$ cat src/rtl/fios_bram_sequencer.sv
// Operand/result mover between BRAM port B and the FIOS Montgomery core.
// Optional core watchdog enabled by defining FIOS_SEQ_TIMEOUT_EN.
module fios_bram_sequencer #(
  parameter int WIDTH          = 256,
  localparam int S             = (WIDTH + 1) / 17 + 1,
  parameter int BRAM_LATENCY   = 2,
  parameter int TIMEOUT_CYCLES = 4096
) (
  input  logic              clock_i,
  input  logic              reset_i,
  input  logic              start_i,
  output logic              busy_o,
  output logic              done_o,
  output logic              error_o,
  output logic [31:0]       bram_addr_o,
  output logic              bram_en_o,
  output logic [3:0]        bram_we_o,
  output logic [31:0]       bram_din_o,
  input  logic [31:0]       bram_dout_i,
  output logic [S*17-1:0]   n_o,
  output logic [S*17-1:0]   x_o,
  output logic [S*17-1:0]   y_o,
  output logic [16:0]       n_prime_0_o,
  output logic              core_start_o,
  input  logic              core_done_i,
  input  logic [S*17-1:0]   core_res_i
);

  localparam int NWORDS = 3 * S + 1;
  localparam int IDX_W  = $clog2(NWORDS);
  localparam int WR_W   = $clog2(S);
  localparam logic [IDX_W-1:0] LAST_RD    = IDX_W'(NWORDS - 1);
  localparam logic [WR_W-1:0]  LAST_WR    = WR_W'(S - 1);
  localparam logic [1:0]       LAST_DRAIN = 2'(BRAM_LATENCY - 1);

  typedef enum logic [2:0] {
    ST_IDLE,
    ST_READ,
    ST_DRAIN,
    ST_START,
    ST_WAIT,
    ST_WRITE,
    ST_DONE
  } state_t;

  state_t            state_q, state_d;
  logic [IDX_W-1:0]  rd_idx_q;
  logic [WR_W-1:0]   wr_idx_q;
  logic [1:0]        drain_q;
  logic [16:0]       words_q [NWORDS];
  logic [S*17-1:0]   res_q;
  logic              pipe_vld_q [1:BRAM_LATENCY];
  logic [IDX_W-1:0]  pipe_idx_q [1:BRAM_LATENCY];
  logic              unused_ok;

  assign unused_ok = ^{bram_dout_i[31:17], (TIMEOUT_CYCLES != 0)};

`ifdef FIOS_SEQ_TIMEOUT_EN
  localparam int TO_W = $clog2(TIMEOUT_CYCLES + 1);
  logic [TO_W-1:0] wait_cnt_q;
  logic            timeout;
  logic            error_q;

  assign timeout = (wait_cnt_q == TO_W'(TIMEOUT_CYCLES - 1));
  assign error_o = error_q;

  // Error stays sticky until the next accepted start clears it.
  always_ff @(posedge clock_i) begin
    if (reset_i) begin
      wait_cnt_q <= '0;
      error_q    <= 1'b0;
    end else begin
      wait_cnt_q <= (state_q == ST_WAIT) ? wait_cnt_q + 1'b1 : '0;
      if (state_q == ST_IDLE && start_i)
        error_q <= 1'b0;
      else if (state_q == ST_WAIT && !core_done_i && timeout)
        error_q <= 1'b1;
    end
  end
`else
  assign error_o = 1'b0;
`endif

  always_comb begin
    state_d = state_q;
    case (state_q)
      ST_IDLE:  if (start_i) state_d = ST_READ;
      ST_READ:  if (rd_idx_q == LAST_RD) state_d = ST_DRAIN;
      ST_DRAIN: if (drain_q == LAST_DRAIN) state_d = ST_START;
      ST_START: state_d = ST_WAIT;
      ST_WAIT: begin
        if (core_done_i) state_d = ST_WRITE;
`ifdef FIOS_SEQ_TIMEOUT_EN
        else if (timeout) state_d = ST_DONE;
`endif
      end
      ST_WRITE: if (wr_idx_q == LAST_WR) state_d = ST_DONE;
      ST_DONE:  state_d = ST_IDLE;
      default:  state_d = ST_IDLE;
    endcase
  end

  always_ff @(posedge clock_i) begin
    if (reset_i) begin
      state_q  <= ST_IDLE;
      rd_idx_q <= '0;
      wr_idx_q <= '0;
      drain_q  <= '0;
      res_q    <= '0;
    end else begin
      state_q  <= state_d;
      rd_idx_q <= (state_q == ST_READ)  ? rd_idx_q + 1'b1 : '0;
      wr_idx_q <= (state_q == ST_WRITE) ? wr_idx_q + 1'b1 : '0;
      drain_q  <= (state_q == ST_DRAIN) ? drain_q + 1'b1  : '0;
      if (state_q == ST_WAIT && core_done_i)
        res_q <= core_res_i;
    end
  end

  // Each read's word index rides alongside the BRAM latency so the
  // returning data lands in the right limb; reset drops anything in flight.
  always_ff @(posedge clock_i) begin
    if (reset_i) begin
      for (int j = 1; j <= BRAM_LATENCY; j++) begin
        pipe_vld_q[j] <= 1'b0;
        pipe_idx_q[j] <= '0;
      end
      for (int i = 0; i < NWORDS; i++)
        words_q[i] <= '0;
    end else begin
      pipe_vld_q[1] <= (state_q == ST_READ);
      pipe_idx_q[1] <= rd_idx_q;
      for (int j = 2; j <= BRAM_LATENCY; j++) begin
        pipe_vld_q[j] <= pipe_vld_q[j-1];
        pipe_idx_q[j] <= pipe_idx_q[j-1];
      end
      if (pipe_vld_q[BRAM_LATENCY])
        words_q[pipe_idx_q[BRAM_LATENCY]] <= bram_dout_i[16:0];
    end
  end

  always_comb begin
    busy_o       = (state_q != ST_IDLE);
    done_o       = (state_q == ST_DONE);
    core_start_o = (state_q == ST_START);
    bram_en_o    = 1'b0;
    bram_we_o    = 4'h0;
    bram_addr_o  = '0;
    bram_din_o   = '0;
    if (state_q == ST_READ) begin
      bram_en_o   = 1'b1;
      bram_addr_o = 32'({rd_idx_q, 2'b00});
    end else if (state_q == ST_WRITE) begin
      bram_en_o   = 1'b1;
      bram_we_o   = 4'hf;
      bram_addr_o = 32'({wr_idx_q, 2'b00});
      bram_din_o  = {15'b0, res_q[17*wr_idx_q +: 17]};
    end
  end

  // Word map: n at 0..S-1, n' at S, X at S+1..2S, Y at 2S+1..3S.
  for (genvar i = 0; i < S; i++) begin : g_limbs
    assign n_o[17*i +: 17] = words_q[i];
    assign x_o[17*i +: 17] = words_q[S + 1 + i];
    assign y_o[17*i +: 17] = words_q[2*S + 1 + i];
  end
  assign n_prime_0_o = words_q[S];

endmodule

$ cat config.mk
export PLATFORM = sky130hd
export DESIGN_NAME = fios_bram_sequencer
export DESIGN_NICKNAME = d
export VERILOG_FILES = /design/src/rtl/fios_bram_sequencer.sv
export SDC_FILE = /design/constraint.sdc
export NUM_CORES = 2
export LEC_CHECK = 0
export CAP_MARGIN = 20
export CORE_AREA = 3 3 472 474
export CTS_CLUSTER_SIZE = 28
export DETAILED_ROUTE_END_ITERATION = 8
export DIE_AREA = 0 0 475 477
export PLACE_DENSITY_LB_ADDON = 0.12
export SKIP_LAST_GASP = 1
export SYNTH_ARGS = -nofsm -noshare
export SYNTH_HDL_FRONTEND = slang
export SYNTH_SLANG_ARGS = --single-unit
$ cat constraint.sdc
create_clock -name clock_i -period 3.75 [get_ports clock_i]
set_clock_uncertainty 0.1 [all_clocks]
set_input_delay 0.9375 -clock clock_i [delete_from_list [all_inputs] [get_ports clock_i]]
set_output_delay 0.9375 -clock clock_i [all_outputs]
set_load 0.02 [all_outputs]
Yosys cells after proc, flatten, opt, wreduce, memory -nomap -nowiden
Memory sizes are Yosys's and may differ from the RTL's.
Index checks and enable logic that the tools add are counted.
{"block": "word_totals", "regBits": 287, "ramBits": 847, "n_memories": 3}
{"block": "classes", "add_sub_neg": 3, "mul": 1, "n_eq_ne": 14, "shift": 1, "muxes": 27, "bitwise": 7, "reduce_logical": 8}
{"name": "words_q", "words": 49, "width": 17, "rd": 49, "rd_ports_with_merged_regs": 0, "wr": 49, "line_no": "50", "rtl": "logic [16:0] words_q [NWORDS];"}
{"name": "pipe_idx_q", "words": 2, "width": 6, "rd": 2, "rd_ports_with_merged_regs": 0, "wr": 2, "line_no": "53", "rtl": "logic [IDX_W-1:0] pipe_idx_q [1:BRAM_LATENCY];"}
{"name": "pipe_vld_q", "words": 2, "width": 1, "rd": 2, "rd_ports_with_merged_regs": 0, "wr": 2, "line_no": "52", "rtl": "logic pipe_vld_q [1:BRAM_LATENCY];"}
{"cell": "272-bit by 10-bit variable part select with 17-bit output", "count": 1}
{"cell": "17-bit two-way mux", "count": 3}
{"cell": "6-bit two-way mux", "count": 4}
{"cell": "3-bit one-hot mux with 6 select lines", "count": 1}
{"cell": "17-bit OR reduction", "count": 1}
{"cell": "3-bit two-way mux", "count": 5}
{"cell": "1-bit two-way mux", "count": 11}
{"cell": "2-bit inequality test, second input constant", "count": 5}
{"cell": "3-bit equality test, second input constant", "count": 3}
{"cell": "5-bit by 4-bit multiplier with 9-bit output, first input constant", "count": 1}
{"cell": "4-bit two-way mux", "count": 2}
{"cell": "8-bit two-way mux", "count": 1}
{"cell": "6-bit by 1-bit adder with 6-bit output, second input constant", "count": 1}
{"cell": "3-bit by 2-bit equality test with 1-bit output, second input constant", "count": 2}
{"cell": "6-bit equality test, second input constant", "count": 1}
{"cell": "2-bit OR reduction", "count": 3}
{"cell": "5-bit AND reduction", "count": 1}
{"cell": "4-bit by 1-bit adder with 4-bit output, second input constant", "count": 1}
{"cell": "4-bit equality test, second input constant", "count": 1}
{"cell": "1-bit OR", "count": 4}
{"cell": "3-bit by 1-bit equality test with 1-bit output, second input constant", "count": 1}
{"cell": "3-bit zero test", "count": 1}
{"cell": "1-bit inverter", "count": 3}
{"cell": "3-bit nonzero test", "count": 1}
{"cell": "3 further kinds", "count": 3}

Longest topological paths before layout
An unclocked memory read counts as a cell.
{"block": "logic_depth", "depth_word": 6, "ltp_mapped": 7, "mapped_depth_nobuf": 6}

Worst setup path before layout
OpenSTA, ideal clock, no wires.
{"block": "synth_timing", "kind": "register -> output", "start": "register wr_idx_q[0]", "end": "output bram_din_o[10]", "arrival_time_ns": 1.767, "setup_slack_ns": 0.945, "stages_incl_launch_ff": 6, "n_path_buf": 2, "cell_sequence": "dfxtp_1 > buf_2 > buf_1 > mux4_2 > a22oi_1 > nand2_1"}
{"block": "synth_between", "elab_chain_cells": 4}
{"element": "start: declaration", "line_no": "48", "rtl": "logic [WR_W-1:0] wr_idx_q;"}
{"element": "start signal: assignment", "line_no": "113", "rtl": "wr_idx_q <= (state_q == ST_WRITE) ? wr_idx_q + 1'b1 : '0;"}
{"element": "5-bit by 4-bit multiplier with 9-bit output", "line_no": "157", "rtl": "bram_din_o = {15'b0, res_q[17*wr_idx_q +: 17]};"}
{"element": "272-bit by 10-bit variable part select with 17-bit output", "line_no": "157"}
{"element": "17-bit two-way mux", "line_no": "153", "rtl": "end else if (state_q == ST_WRITE) begin"}
{"element": "17-bit two-way mux", "line_no": "150", "rtl": "if (state_q == ST_READ) begin"}
{"element": "end: declaration", "line_no": "18", "rtl": "output logic [31:0] bram_din_o,"}
Every way passes these cells.

Final worst setup path
{"block": "layout_timing", "start": "register wr_idx_q[0]", "end": "output bram_din_o[13]"}
Same word-level chain as after synthesis.

==> flow_metrics.py <==
metrics = {
    "logic_synthesis": {
        "yosys.area.top_type": "edfxtp_1",
        "postSynth.asyncResetShare_pct": 0,
        "synth-compound-area-share_pct": 3.73,
        "synthAdderAreaFrac_pct": 0.113,
        "muxShareOfSynthArea_pct": 3.58,
        "syn_avg_cell_area_sq_um": 12.9,
        "synth_top_family_by_area": "simple AND/OR/NAND/NOR gates",
        "synth_most_common_cell": "and2_1",
        "synth_edf_count": 833,
        "synth_ff_type": "edfxtp_1",
        "synthCells": 3422,
        "ys_ff_latch": 1134,
        "syn-cell-area_sq_mm": 0.0441,
        "netlist.area_leader.share_pct": 56.7,
        "synth.area.top_cells": "edfxtp_1 57%, dfxtp_1 14%, and2_1 12%",
        "ys_types": 40,
        "seq_area_frac_synth_pct": 70.3,
        "synthTopCellsByCount": "834 x and2_1, 833 x edfxtp_1, 577 x nand2_1",
        "yosysWarnings": 0,
        "yosys.area_share.simple_pct": 19.0,
        "synth-xor-area-share_pct": 0.119,
    },
    "setup_path": {
        "worstPathArrival_ns": 2.69,
        "required_ns": 2.71,
        "r2r_setup_slack_ns": 1.07,
        "ff2ff_path_depth": 3,
        "r2r-start": "pipe_idx_q[2][5]$_SDFF_PP0_",
        "crit_path_end_kind": "output pin",
        "crit_path_start": "wr_idx_q[0]$_SDFF_PP0_",
        "worstSetupEndpoint": "bram_din_o[13]",
        "critPathKind": "flip-flop to output pin",
        "critPathLaunchType": "flip-flop",
        "crit_path_max_fanout": 5,
        "r2r-end": "words_q[40][7]$_SDFFCE_PN0P_",
    },
    "detailed_routing": {
        "initialDrtViolationCount": 2168,
        "met2_length_microns": 103000,
        "wl_met3_microns": 16700,
        "drt_pass1_iterations": 5,
        "wl_per_cell_microns": 27.5,
        "post_drt_via_cell_ratio": 4.02,
        "drt_wl_total_microns": 209000,
        "vias": 30591,
        "drt.antenna.violating_nets": 0,
        "route.detailed.drc": 0,
        "drt-met1-wl_microns": 85100,
        "top_layer": "met5",
    },
    "floorplanning": {
        "ios": 1214,
        "die_width_microns": 475,
        "num_rows": 172,
        "initial_core_util_pct": 20.1,
        "core_area_sq_mm": 0.219,
        "die_y_microns": 477,
        "dieArea_sq_mm": 0.227,
    },
    "finish": {
        "area_growth_syn_to_layout_pct": 46.5,
        "drive_above_1_share_pct": 12.6,
        "regArea_sq_mm": 0.0310,
        "fin_util_pct": 29.5,
        "design_area_sq_mm": 0.0647,
        "nets": 4940,
        "fillCellCount": 22443,
        "multi_input_area_sq_mm": 0.0121,
    },
    "global_routing": {
        "grt_pass1_wl_microns": 279000,
        "gr-usage-all-layers_pct": 17.9,
        "grt_max_degree": 205,
        "grt_pass1_vias": 30757,
        "antenna_found_initial": 41,
        "grt_overflow": 0,
    },
    "clocking": {
        "clk_pin_slew_ns": 0.06,
        "cts.sinks": 1134,
        "clock_path_buffers": 3,
        "cts-buffers-inserted": 141,
        "cts_root_buf": "clkbuf_16",
        "tritoncts": "built",
        "clock_latency_ns": 0.78,
        "ctsHoldBuffers": 0,
        "htree_levels": 4,
    },
    "power": {
        "power_leakage_nw": 22.8,
        "power.density_mw_per_mm2": 461,
        "ir_drop_v": 0.000354,
    },
    "sta": {
        "finalSetupViolCount": 0,
        "tightest_slew_ns": 1.15,
        "hold_viol_final": 0,
        "setup_slack_ns": 0.0229,
        "period_share_pct": 99.4,
        "drv_slew": 0,
        "fin_crit_ns": 3.73,
        "finalSetupTns_ns": 0,
        "relSlewSlack_pct": 23.3,
        "rsz0062_at_grt": "true",
        "hold_ws_ns": 0.331,
        "fmax_ghz": 0.268,
    },
    "place": {
        "place_hpwl_microns": 150000,
        "dpl_cell_area_sq_mm": 0.0593,
        "numPortBuffers": 1156,
        "post-place-ws_ns": 0.251,
        "gp_congestion": 0.811,
    },
    "run_status": {
        "status": "finished, final reports clean",
    },
    "hold_path": {
        "hold_path.class": "flip-flop to flip-flop",
        "hold_depth": 1,
        "hp-start": "drain_q[0]$_SDFF_PP0_",
    },
    "job": {
        "drv_cap": 0,
    },
}
-- metrics by stage --
step	std cells	power (mW)
6_report	7615	29.8
2_1_floorplan	3463	15.0
3_3_place_gp	7311	16.7
5_1_grt	7602	30.8
3_5_place_dp	7311	16.7
4_1_cts	7597	30.3
-- layout make-up --
class,instances,share of cell area (%)
multi-input combinational,2014,18.7
timing repair buffer,1329,20.7
clock inverter,54,0.865
tap,2871,5.56
clock buffer,190,6.05
antenna,15,0.0581
inverter,8,0.0464
sequential,1134,48.0
-- kinds of logic after synthesis --
| group | after synthesis |
|---|---|
| compound gates | 311 |
| xor+xnor | 6 |
| fa+ha+maj | 4 |
| buf+inv | 315 |
| flops | 1134 |
| mux | 73 |
| other cells | 1 |
| simple gates | 1578 |
-- flip-flops by register name, indices dropped and copies added (netlist names) --
signal / cells
wr_idx_q: 4
state_q: 3
pipe_idx_q: 12
pipe_vld_q: 2
rd_idx_q: 6
res_q: 272
drain_q: 2
words_q: 833
-- power by group --
part | switching [mW] | internal (mW)
clock | 5.64 | 7.81
combinational | 1.52 | 0.918
sequential | 0.131 | 13.8
-- layout by cell type, fill, tap and decap left out, drive strengths merged, types with 6 or more instances in the layout --
cell	n
nor2b	14
nor3	8
nand2	577
a22oi	34
edfxtp	833
buf	208
dfxtp	301
nor3b	6
inv	12
bufinv	7
clkinv	42
or2	49
diode	15
mux4	68
clkbuf	190
and2	834
a21oi	275
conb	42
nor2	63
clkdlybuf4s50	1120
-- worst max-delay path, stage by stage (launching register included) --
cell     delay [ns]
dfxtp_4        0.36
buf_12         0.12
buf_4          0.15
buf_16         0.12
buf_4          0.11
mux4_2         0.57
a22oi_2        0.24
nand2_4        0.09
buf_6          0.13
-- layer usage --
metal / vias to the layer above / track usage, %
li1: 13987 / -
met4: 18 / 4.09
met5: - / 0
met2: 1178 / 30.9
met1: 15170 / 21.9
met3: 238 / 5.42
-- timing repair --
item / in CTS / in global routing
gates cloned: 5 / 0
buffers inserted: 40 / 7
setup endpoints to repair: 17 / 16
pin swaps: 25 / 14
gates resized for setup: 142 / 21
-- how the worst min path moves through the flow --
stage                                         to  slack (ns)
floorplan                  drain_q[0]$_SDFF_PP0_        0.31
global placement           drain_q[0]$_SDFF_PP0_        0.32
detailed placement         drain_q[0]$_SDFF_PP0_        0.32
CTS                 words_q[16][6]$_SDFFCE_PN0P_        0.30
global route        words_q[16][6]$_SDFFCE_PN0P_        0.34
finish                     drain_q[0]$_SDFF_PP0_        0.33
Power figures use the tool's default switching activity.
